--- config.mk ---
export PLATFORM = sky130hd
export DESIGN_NAME = flex_reg_slave
export DESIGN_NICKNAME = d
export VERILOG_FILES = /design/src/rtl/flex_bus_pkg.sv /design/src/rtl/flex_addr_decode.sv /design/src/rtl/flex_reg_slave.sv
export SDC_FILE = /design/constraint.sdc
export NUM_CORES = 1
export LEC_CHECK = 0
export BUFFER_PORTS_ARGS = -buffer_cell sky130_fd_sc_hd__buf_2
export CORE_MARGIN = 2
export CORE_UTILIZATION = 45
export CTS_BUF_LIST = sky130_fd_sc_hd__clkbuf_4
export DETAILED_ROUTE_END_ITERATION = 10
export GPL_ROUTABILITY_DRIVEN = 0
export PLACE_DENSITY_LB_ADDON = 0.2
export SLEW_MARGIN = 20
export SYNTH_ARGS = -nofsm -noshare
export SYNTH_HDL_FRONTEND = slang
export SYNTH_SLANG_ARGS = --single-unit
--- constraint.sdc ---
create_clock -name clock -period 2.2 [get_ports clock]
set_clock_uncertainty 0.15 [all_clocks]
set_input_delay 0.11 -clock clock [delete_from_list [all_inputs] [get_ports clock]]
set_output_delay 0.11 -clock clock [all_outputs]
set_load 0.01 [all_outputs]
--- src/rtl/flex_bus_pkg.sv ---
// Shared definitions for flex bus slaves: bus widths, register index width
// and the access FSM state encoding.
package flex_bus_pkg;

   localparam int BB_ADDR_BUS_WIDTH = 16;
   localparam int BB_DATA_BUS_WIDTH = 16;

   // Register index width; a slave holds at most 16 registers.
   localparam int IDX_W = 4;

   typedef enum logic [1:0] {
      IDLE,
      RD_WAIT,
      ACK
   } flex_state_t;

endpackage

--- src/rtl/flex_addr_decode.sv ---
// Window decoder for flex bus slaves: reports whether addr falls inside
// [base_addr, base_addr+reg_count-1] and the register index within it.
module flex_addr_decode
   import flex_bus_pkg::*;
#(
   parameter int                        addr_bus_width = BB_ADDR_BUS_WIDTH,
   parameter logic [addr_bus_width-1:0] base_addr      = 'h0100,
   parameter int                        reg_count      = 4
)(
   input  logic [addr_bus_width-1:0] addr,
   output logic                      hit,
   output logic [IDX_W-1:0]          index
);

   // Bounds are held one bit wider so a window ending at the top of the
   // address space cannot wrap around.
   localparam logic [addr_bus_width:0] WIN_LO = {1'b0, base_addr};
   localparam logic [addr_bus_width:0] WIN_HI =
      WIN_LO + (addr_bus_width+1)'(reg_count - 1);

   logic [addr_bus_width:0] addr_ext;

   // Compare the address against the window and derive the register offset.
   always_comb begin
      addr_ext = {1'b0, addr};
      hit      = (addr_ext >= WIN_LO) && (addr_ext <= WIN_HI);
      index    = IDX_W'(addr - base_addr);
   end

endmodule

--- src/rtl/flex_reg_slave.sv ---
// Register-bank slave for the flex bus: up to 16 registers in a contiguous
// window, read-only entries mirror hw_in, dtack/data_r_act handshake with a
// programmable read wait and an acknowledge timeout.
module flex_reg_slave
   import flex_bus_pkg::*;
#(
   parameter int                        addr_bus_width = BB_ADDR_BUS_WIDTH,
   parameter int                        data_bus_width = BB_DATA_BUS_WIDTH,
   parameter logic [addr_bus_width-1:0] base_addr      = 'h0100,
   parameter int                        reg_count      = 4,
   parameter logic [15:0]               ro_mask        = 16'h0000,
   parameter int                        read_wait      = 0,
   parameter int                        ack_timeout    = 255
)(
   input  logic                                clock,
   input  logic                                reset,
   input  logic [addr_bus_width-1:0]           addr,
   input  logic [data_bus_width-1:0]           data_w,
   output logic [data_bus_width-1:0]           data_r,
   input  logic                                addr_strobe,
   input  logic                                read_trg,
   input  logic                                write_trg,
   input  logic                                read_fin,
   input  logic                                write_fin,
   input  logic                                event_trg,
   output logic                                dtack,
   output logic                                data_r_act,
   input  logic [reg_count*data_bus_width-1:0] hw_in,
   output logic [reg_count*data_bus_width-1:0] reg_out,
   output logic [reg_count-1:0]                wr_strobe
);

   localparam logic [2:0] WAIT_LAST = 3'((read_wait > 0) ? read_wait - 1 : 0);
   localparam logic [7:0] TO_LAST   = 8'(ack_timeout - 1);

   flex_state_t                         state, next_state;
   logic [2:0]                          wait_cnt;
   logic [7:0]                          to_cnt;
   logic [IDX_W-1:0]                    idx_q, dec_idx, sel_idx;
   logic                                dec_hit;
   logic                                rd_q;
   logic                                accept_wr, accept_rd;
   logic [data_bus_width-1:0]           data_r_q, rd_src;
   logic [reg_count*data_bus_width-1:0] reg_q;
   logic [reg_count-1:0]                wr_strobe_q;
   logic                                unused_ok;

   // event_trg carries no meaning for a register slave.
   assign unused_ok = &{1'b0, event_trg};

   flex_addr_decode #(
      .addr_bus_width(addr_bus_width),
      .base_addr     (base_addr),
      .reg_count     (reg_count)
   ) u_decode (
      .addr (addr),
      .hit  (dec_hit),
      .index(dec_idx)
   );

   // Next-state logic: accept only from IDLE, write wins over read.
   always_comb begin
      next_state = state;
      accept_wr  = 1'b0;
      accept_rd  = 1'b0;
      case (state)
         IDLE: begin
            if (addr_strobe && dec_hit) begin
               if (write_trg) begin
                  accept_wr  = 1'b1;
                  next_state = ACK;
               end else if (read_trg) begin
                  accept_rd  = 1'b1;
                  next_state = (read_wait > 0) ? RD_WAIT : ACK;
               end
            end
         end
         RD_WAIT: begin
            if (wait_cnt == WAIT_LAST) next_state = ACK;
         end
         ACK: begin
            if (read_fin || write_fin || !addr_strobe || (to_cnt == TO_LAST))
               next_state = IDLE;
         end
         default: next_state = IDLE;
      endcase
   end

   // Read source: a zero-wait read uses the live decode, otherwise the
   // index captured at acceptance.
   always_comb begin
      sel_idx = (state == IDLE) ? dec_idx : idx_q;
      rd_src  = '0;
      for (int i = 0; i < reg_count; i++) begin
         if (sel_idx == IDX_W'(i))
            rd_src = ro_mask[i] ? hw_in[i*data_bus_width +: data_bus_width]
                                : reg_q[i*data_bus_width +: data_bus_width];
      end
   end

   // State register plus the read-wait and acknowledge-timeout counters.
   always_ff @(posedge clock or negedge reset) begin
      if (!reset) begin
         state    <= IDLE;
         wait_cnt <= '0;
         to_cnt   <= '0;
         idx_q    <= '0;
         rd_q     <= 1'b0;
      end else begin
         state    <= next_state;
         wait_cnt <= (state == RD_WAIT) ? wait_cnt + 3'd1 : 3'd0;
         to_cnt   <= (state == ACK && next_state == ACK) ? to_cnt + 8'd1 : 8'd0;
         if (accept_rd) idx_q <= dec_idx;
         if (accept_rd) rd_q <= 1'b1;
         else if (next_state == IDLE) rd_q <= 1'b0;
      end
   end

   // Register bank writes; read-only entries are acknowledged but untouched.
   always_ff @(posedge clock or negedge reset) begin
      if (!reset) begin
         reg_q       <= '0;
         wr_strobe_q <= '0;
      end else begin
         wr_strobe_q <= '0;
         for (int i = 0; i < reg_count; i++) begin
            if (accept_wr && dec_idx == IDX_W'(i) && !ro_mask[i]) begin
               reg_q[i*data_bus_width +: data_bus_width] <= data_w;
               wr_strobe_q[i] <= 1'b1;
            end
         end
      end
   end

   // Read data is captured on ACK entry, held through ACK, zero elsewhere.
   always_ff @(posedge clock or negedge reset) begin
      if (!reset) begin
         data_r_q <= '0;
      end else if (next_state != ACK) begin
         data_r_q <= '0;
      end else if (accept_rd || state == RD_WAIT) begin
         data_r_q <= rd_src;
      end
   end

   assign data_r     = data_r_q;
   assign dtack      = (state == ACK);
   assign data_r_act = rd_q;
   assign reg_out    = reg_q;
   assign wr_strobe  = wr_strobe_q;

endmodule
# After elaboration in Yosys (flattened, before gate mapping)
# Index checks and enable logic that the tools add are counted.
[classes]
addsub = 3
magnitude_cmp = 2
n_eq_ne = 11
muxes = 28
reduce_logical = 19
[op_table]
columns = ["cell", "count"]
rows = [
  ["$mux W16", 6],
  ["$eq A4 B2 Y1 const B", 4],
  ["$ge A16 B9 Y1 const B", 1],
  ["$le A16 B9 Y1 const B", 1],
  ["$mux W1", 13],
  ["$mux W2", 5],
  ["$add A8 B1 Y8 const B", 1],
  ["$eq A4 B1 Y1 const B", 2],
  ["$eq A8 B8 Y1 const B", 1],
  ["$logic_not A4 Y1", 2],
  ["$mux W8", 1],
  ["$logic_and A1 B1 Y1", 7],
  ["$pmux W2 S3", 1],
  ["$eq A2 B2 Y1 const B", 2],
  ["$logic_not A2 Y1", 2],
  ["$logic_or A1 B1 Y1", 4],
  ["$mux W4", 1],
  ["$reduce_bool A2 Y1", 2],
  ["$sub A4 B1 Y4 const B", 1],
  ["$add A3 B1 Y3 const B", 1],
  ["$logic_not A3 Y1", 1],
  ["$mux W3", 1],
  ["$eq A2 B1 Y1 const B", 1],
  ["$ne A2 B2 Y1 const B", 1],
  ["$logic_not A1 Y1", 1],
]
[word_totals]
register_bits = 102
input_bits = 104
output_inout_bits = 86
wordCells = 74

# Depth between registers and ports, before layout
[depth]
word_depth = 9
ltp_mapped = 8
mapped_depth_nobuf = 7

# Cells and area by module
# From an unflattened synthesis, not the netlist that was laid out.
[hier_totals]
hier_cells = 325
area_unflattened_um2 = 4574.4
[modules_own_cells]
columns = ["mod", "n_inst", "cells_per_inst", "area_each_um2", "seq_area_each_um2"]
rows = [
  ["flex_reg_slave", 1, 316, 4510.6, 2552.4],
  ["flex_addr_decode", 1, 9, 63.8, 0.0],
]

# Worst setup path after synthesis
# No wires, ideal clock.
[synth_timing]
path_type = "register to register"
start = "reg state[0]"
end = "reg reg_q[21], in the netlist reg_out[21]"
setup_time_ns = 0.127
arrival_ns = 1.922
t_required_ns = 1.923
setup_slack_ns = 0.000
path_stages_with_launch = 6
n_path_buf = 1
synth_period_minus_slack_ns = 2.200
path_cell_list = "dfrtp_1 nor2_2 nand4_2 nor4_4 buf_6 mux2_1"
[synth_via]
elab_chain_len = 3
[synth_rtl]
columns = ["item", "line", "text"]
rows = [
  ["start: declaration", "flex_reg_slave.sv:36", "flex_state_t state, next_state;"],
  ["start signal: assignment", "flex_reg_slave.sv:110", "state <= next_state;"],
  ["$logic_not A2 Y1", "flex_reg_slave.sv:66", "case (state)"],
  ["$mux W1", "flex_reg_slave.sv:66", ""],
  ["$logic_and A1 B1 Y1", "flex_reg_slave.sv:127", "if (accept_wr && dec_idx == IDX_W'(i) && !ro_mask[i]) begin"],
  ["end signal: indexed assignment", "flex_reg_slave.sv:128", "reg_q[i*data_bus_width +: data_bus_width] <= data_w;"],
  ["end: declaration", "flex_reg_slave.sv:44", "logic [reg_count*data_bus_width-1:0] reg_q;"],
]
# No other way between the ends.
# A chain may end at the register's enable or synchronous reset.

# Final worst setup path
[layout_timing]
start = "reg state[0]"
end = "reg data_r_q[2], in the netlist data_r[2]"
[layout_via]
elab_chain_len = 9
word_cells_on_any_way = 24
classes_between = "6 x eq/ne; 14 x mux; 4 x reduce/logical"
[layout_rtl]
columns = ["item", "line", "text"]
rows = [
  ["$logic_not A2 Y1", "flex_reg_slave.sv:66, flex_reg_slave.sv:92", ""],
  ["$mux W4", "flex_reg_slave.sv:92", "sel_idx = (state == IDLE) ? dec_idx : idx_q;"],
  ["$logic_not A4 Y1", "flex_reg_slave.sv:95", "if (sel_idx == IDX_W'(i))"],
  ["$mux W16 (4 in a row)", "flex_reg_slave.sv:95", ""],
  ["$mux W16", "flex_reg_slave.sv:141", "end else if (accept_rd || state == RD_WAIT) begin"],
  ["$mux W16", "flex_reg_slave.sv:139", "end else if (next_state != ACK) begin"],
  ["end signal: assignment", "flex_reg_slave.sv:142", "data_r_q <= rd_src;"],
  ["end: declaration", "flex_reg_slave.sv:43", "logic [data_bus_width-1:0] data_r_q, rd_src;"],
]
# Parallel ways exist; a longest one is shown, timed or not. The select of a mux whose other input is x is not followed.

==> metrics.txt <==
status=complete, no violations; most common cell after layout, fill and taps aside=buf_2; number of enable-type register cells in the synthesized netlist=0; Fmax achieved=0.469 GHz; GRT Util Overall=22.8%; data arrival time of the worst path=approximately 2300 ps; Most used DFF post-synth=dfrtp_1; root cell of the clock tree=clkbuf_4; antenna violations before repair=0; post-detailed-placement half-perimeter wirelength=8.17 mm; number of port buffers=124; nets=651; setup_tns=0 ps; Max clock buf depth=2; io pins=between 150 and 200; vias in the first global route=3,859; slew at the pin closest to its max-slew limit=721 ps; Critical Path Source Type=flop; wire per inst=18.0 um; YS warnings=0; CTS clk-pin slew, worst paths=150 ps; layout overhead on the synthesized area=35.9%; wire length of the first global-routing pass=19.8 mm; leakage component of the power=3.25 nW; Total Routed Length=12.3 mm; sequential element share of the synthesized area=56.5%; maximum net fanout on the critical path=8; count of final max-slew check failures=0; synthesized netlist net count=between 400 and 500; number of design rule violations left after detail routing=0; worst vdd rail ir drop=0.000402 V; antenna diode count=0; insertion delay to the later sink of the worst-skew pair=420 ps; post-route ant nets=0; Final Power=3.00 mW; drt first-iter violations=136; largest net degree at the start of global routing=58; CTS tree=yes; number of endpoints failing setup at the final stage=0; class of the most critical setup path=flop to flop; die width=104 um; Avg Cell Area, Syn=12.9 sq um; Post-Synthesis Cell Area=4510 sq um; clock sink total=around 100; unique cell type count in the Yosys netlist=45; Hold Violations, Final=0; Inserted Clock Buffers=9; fraction of registers with async set or reset after synthesis=100%; detail-routed via count per cell=between 5 and 6; Req. time, crit path=2400 ps; area of combinational cells with multiple inputs=approximately 2000 sq um; commonest cells after routing, fill and taps aside=123 x buf_2, 101 x dfrtp_1, 38 x nand2_1, 35 x mux2_2, 35 x dlygate4sd3_1; number of fillers in the final layout=808; placeable core area=9770 sq um; cell area power density=489 nW/um^2; floorplan die height=104 um; number of storage elements in the synthesis netlist=102; Final Cycle Share=a little over nine tenths; Reg area=2550 sq um; standard-cell rows=36; total global routing overflow=0; max_cap viols=0; number of vias in the routed layout=~3,700; floorplan die area=10,800 sq um; worst rel slew slack=between 50 and 60%; Starting Density=46.2%; number of H-tree levels=3; number of search-and-repair iterations in the first detailed-routing pass=4; Hold WC Path Type=input port to flop; final critical-path required period=2130 ps; number of instances in the synthesized netlist=349; kind of capture point of the worst setup path=flop; layout cells sized above 1=42.2%
## cells in the mapped netlist (2+ instances only)
master	number	area (sq um)
dfrtp_1	102	2550
nand2_1	38	143
mux2_2	36	405
mux2_1	31	349
nand3_1	21	105
nor2_1	19	71.3
a32o_1	16	160
o22a_1	16	140
clkbuf_1	5	18.8
inv_1	5	18.8
buf_2	4	20.0
ha_1	4	50.1
xor2_1	4	35.0
and3_1	3	18.8
nand2b_1	3	18.8
nor2b_1	3	18.8
xnor2_1	3	26.3
and2_1	2	12.5
buf_6	2	22.5
mux2i_1	2	20.0
nand2_2	2	12.5
nor3_1	2	10.0
nor4_1	2	12.5
nor4_4	2	42.5
or4_1	2	15.0
## timing repair
item,4_1_cts,5_1_grt
setup buffers,0,3
hold buffers,36,0
setup endpoints to repair,63,69
gates cloned,1,0
resized for setup,3,12
endpoints found under the hold margin,134,0
pin swaps,1,6
## path summary, 6_finish.rpt
kind                                       start                 endpoint  slack, ps  depth (start not counted)
hold reg to reg            data_r[5]$_DFFE_PN0P_    data_r[5]$_DFFE_PN0P_        370                          1
setup / recovery              state[0]$_DFF_PN0_    data_r[2]$_DFFE_PN0P_         70                          5
max in group asynchronous                  reset  reg_out[49]$_DFFE_PN0P_       1130                          3
hold / removal                          addr[15]       state[1]$_DFF_PN0_        100                          5
min in group asynchronous                  reset  reg_out[26]$_DFFE_PN0P_        130                          2
setup reg to reg              state[0]$_DFF_PN0_    data_r[2]$_DFFE_PN0P_         70                          5
## area by class of cell
cell class	count	area share [%]
clock buffer	11	1.35
sequential	102	41.6
timing repair buffer	194	21.3
tap	133	2.71
multi-input combinational	231	32.1
inverter	5	0.306
clock inverter	5	0.673
## where the power goes
part	internal (mW)	switching, mW	leakage [nW]
sequential	1.88	0.0000757	1.42
combinational	0.103	0.121	1.76
clock	0.270	0.627	0.0641
total	2.25	0.749	3.25
## per-stage QoR
stage | setup slack, ps | hold slack [ps] | util [%] | cells | cell area [sq um]
4_1_cts | 6.00 | 51.1 | 62.0 | 679 | 6060
3_3_place_gp | -77.8 | 54.9 | 56.7 | 626 | 5540
6_report | 67.5 | 95.6 | 62.8 | 681 | 6130
3_5_place_dp | -127 | 65.2 | 56.7 | 626 | 5540
2_1_floorplan | 0.493 | -336 | - | 349 | 4510
5_1_grt | -16.3 | 75.0 | 62.8 | 681 | 6130
## flip-flops by register name, summed over array words and instances, names as in the netlist
name	flops
reg_out	64
state	2
data_r_act	1
wait_cnt	3
to_cnt	8
idx_q	4
wr_strobe	4
data_r	16
## metal layers
layer,wire (um),track usage (%),vias to the layer above
li1,-,-,1674
met1,5130,28.6,1886
met3,562,3.38,12
met5,0,0,-
met4,136,5.50,0
met2,6460,41.5,110
## cells by family (layout without fill, tap and decap cells)
logic type | count (synthesis) | count (layout) | share of synthesized area (%)
compound gates | 40 | 41 | 8.65
xor+xnor | 7 | 7 | 1.36
fa+ha+maj | 4 | 4 | 1.11
buf+inv | 17 | 215 | 2.11
flops | 102 | 102 | 56.5
mux | 69 | 69 | 17.2
simple gates | 110 | 110 | 13.1
## worst max-delay path: stages (launching register included)
cell and delay, ps:
dfrtp_1 470, and2b_1 260, o211ai_2 100, a21boi_1 220, o41ai_4 590, a32o_1 270
No activity file was read; power rests on OpenSTA's default activity.
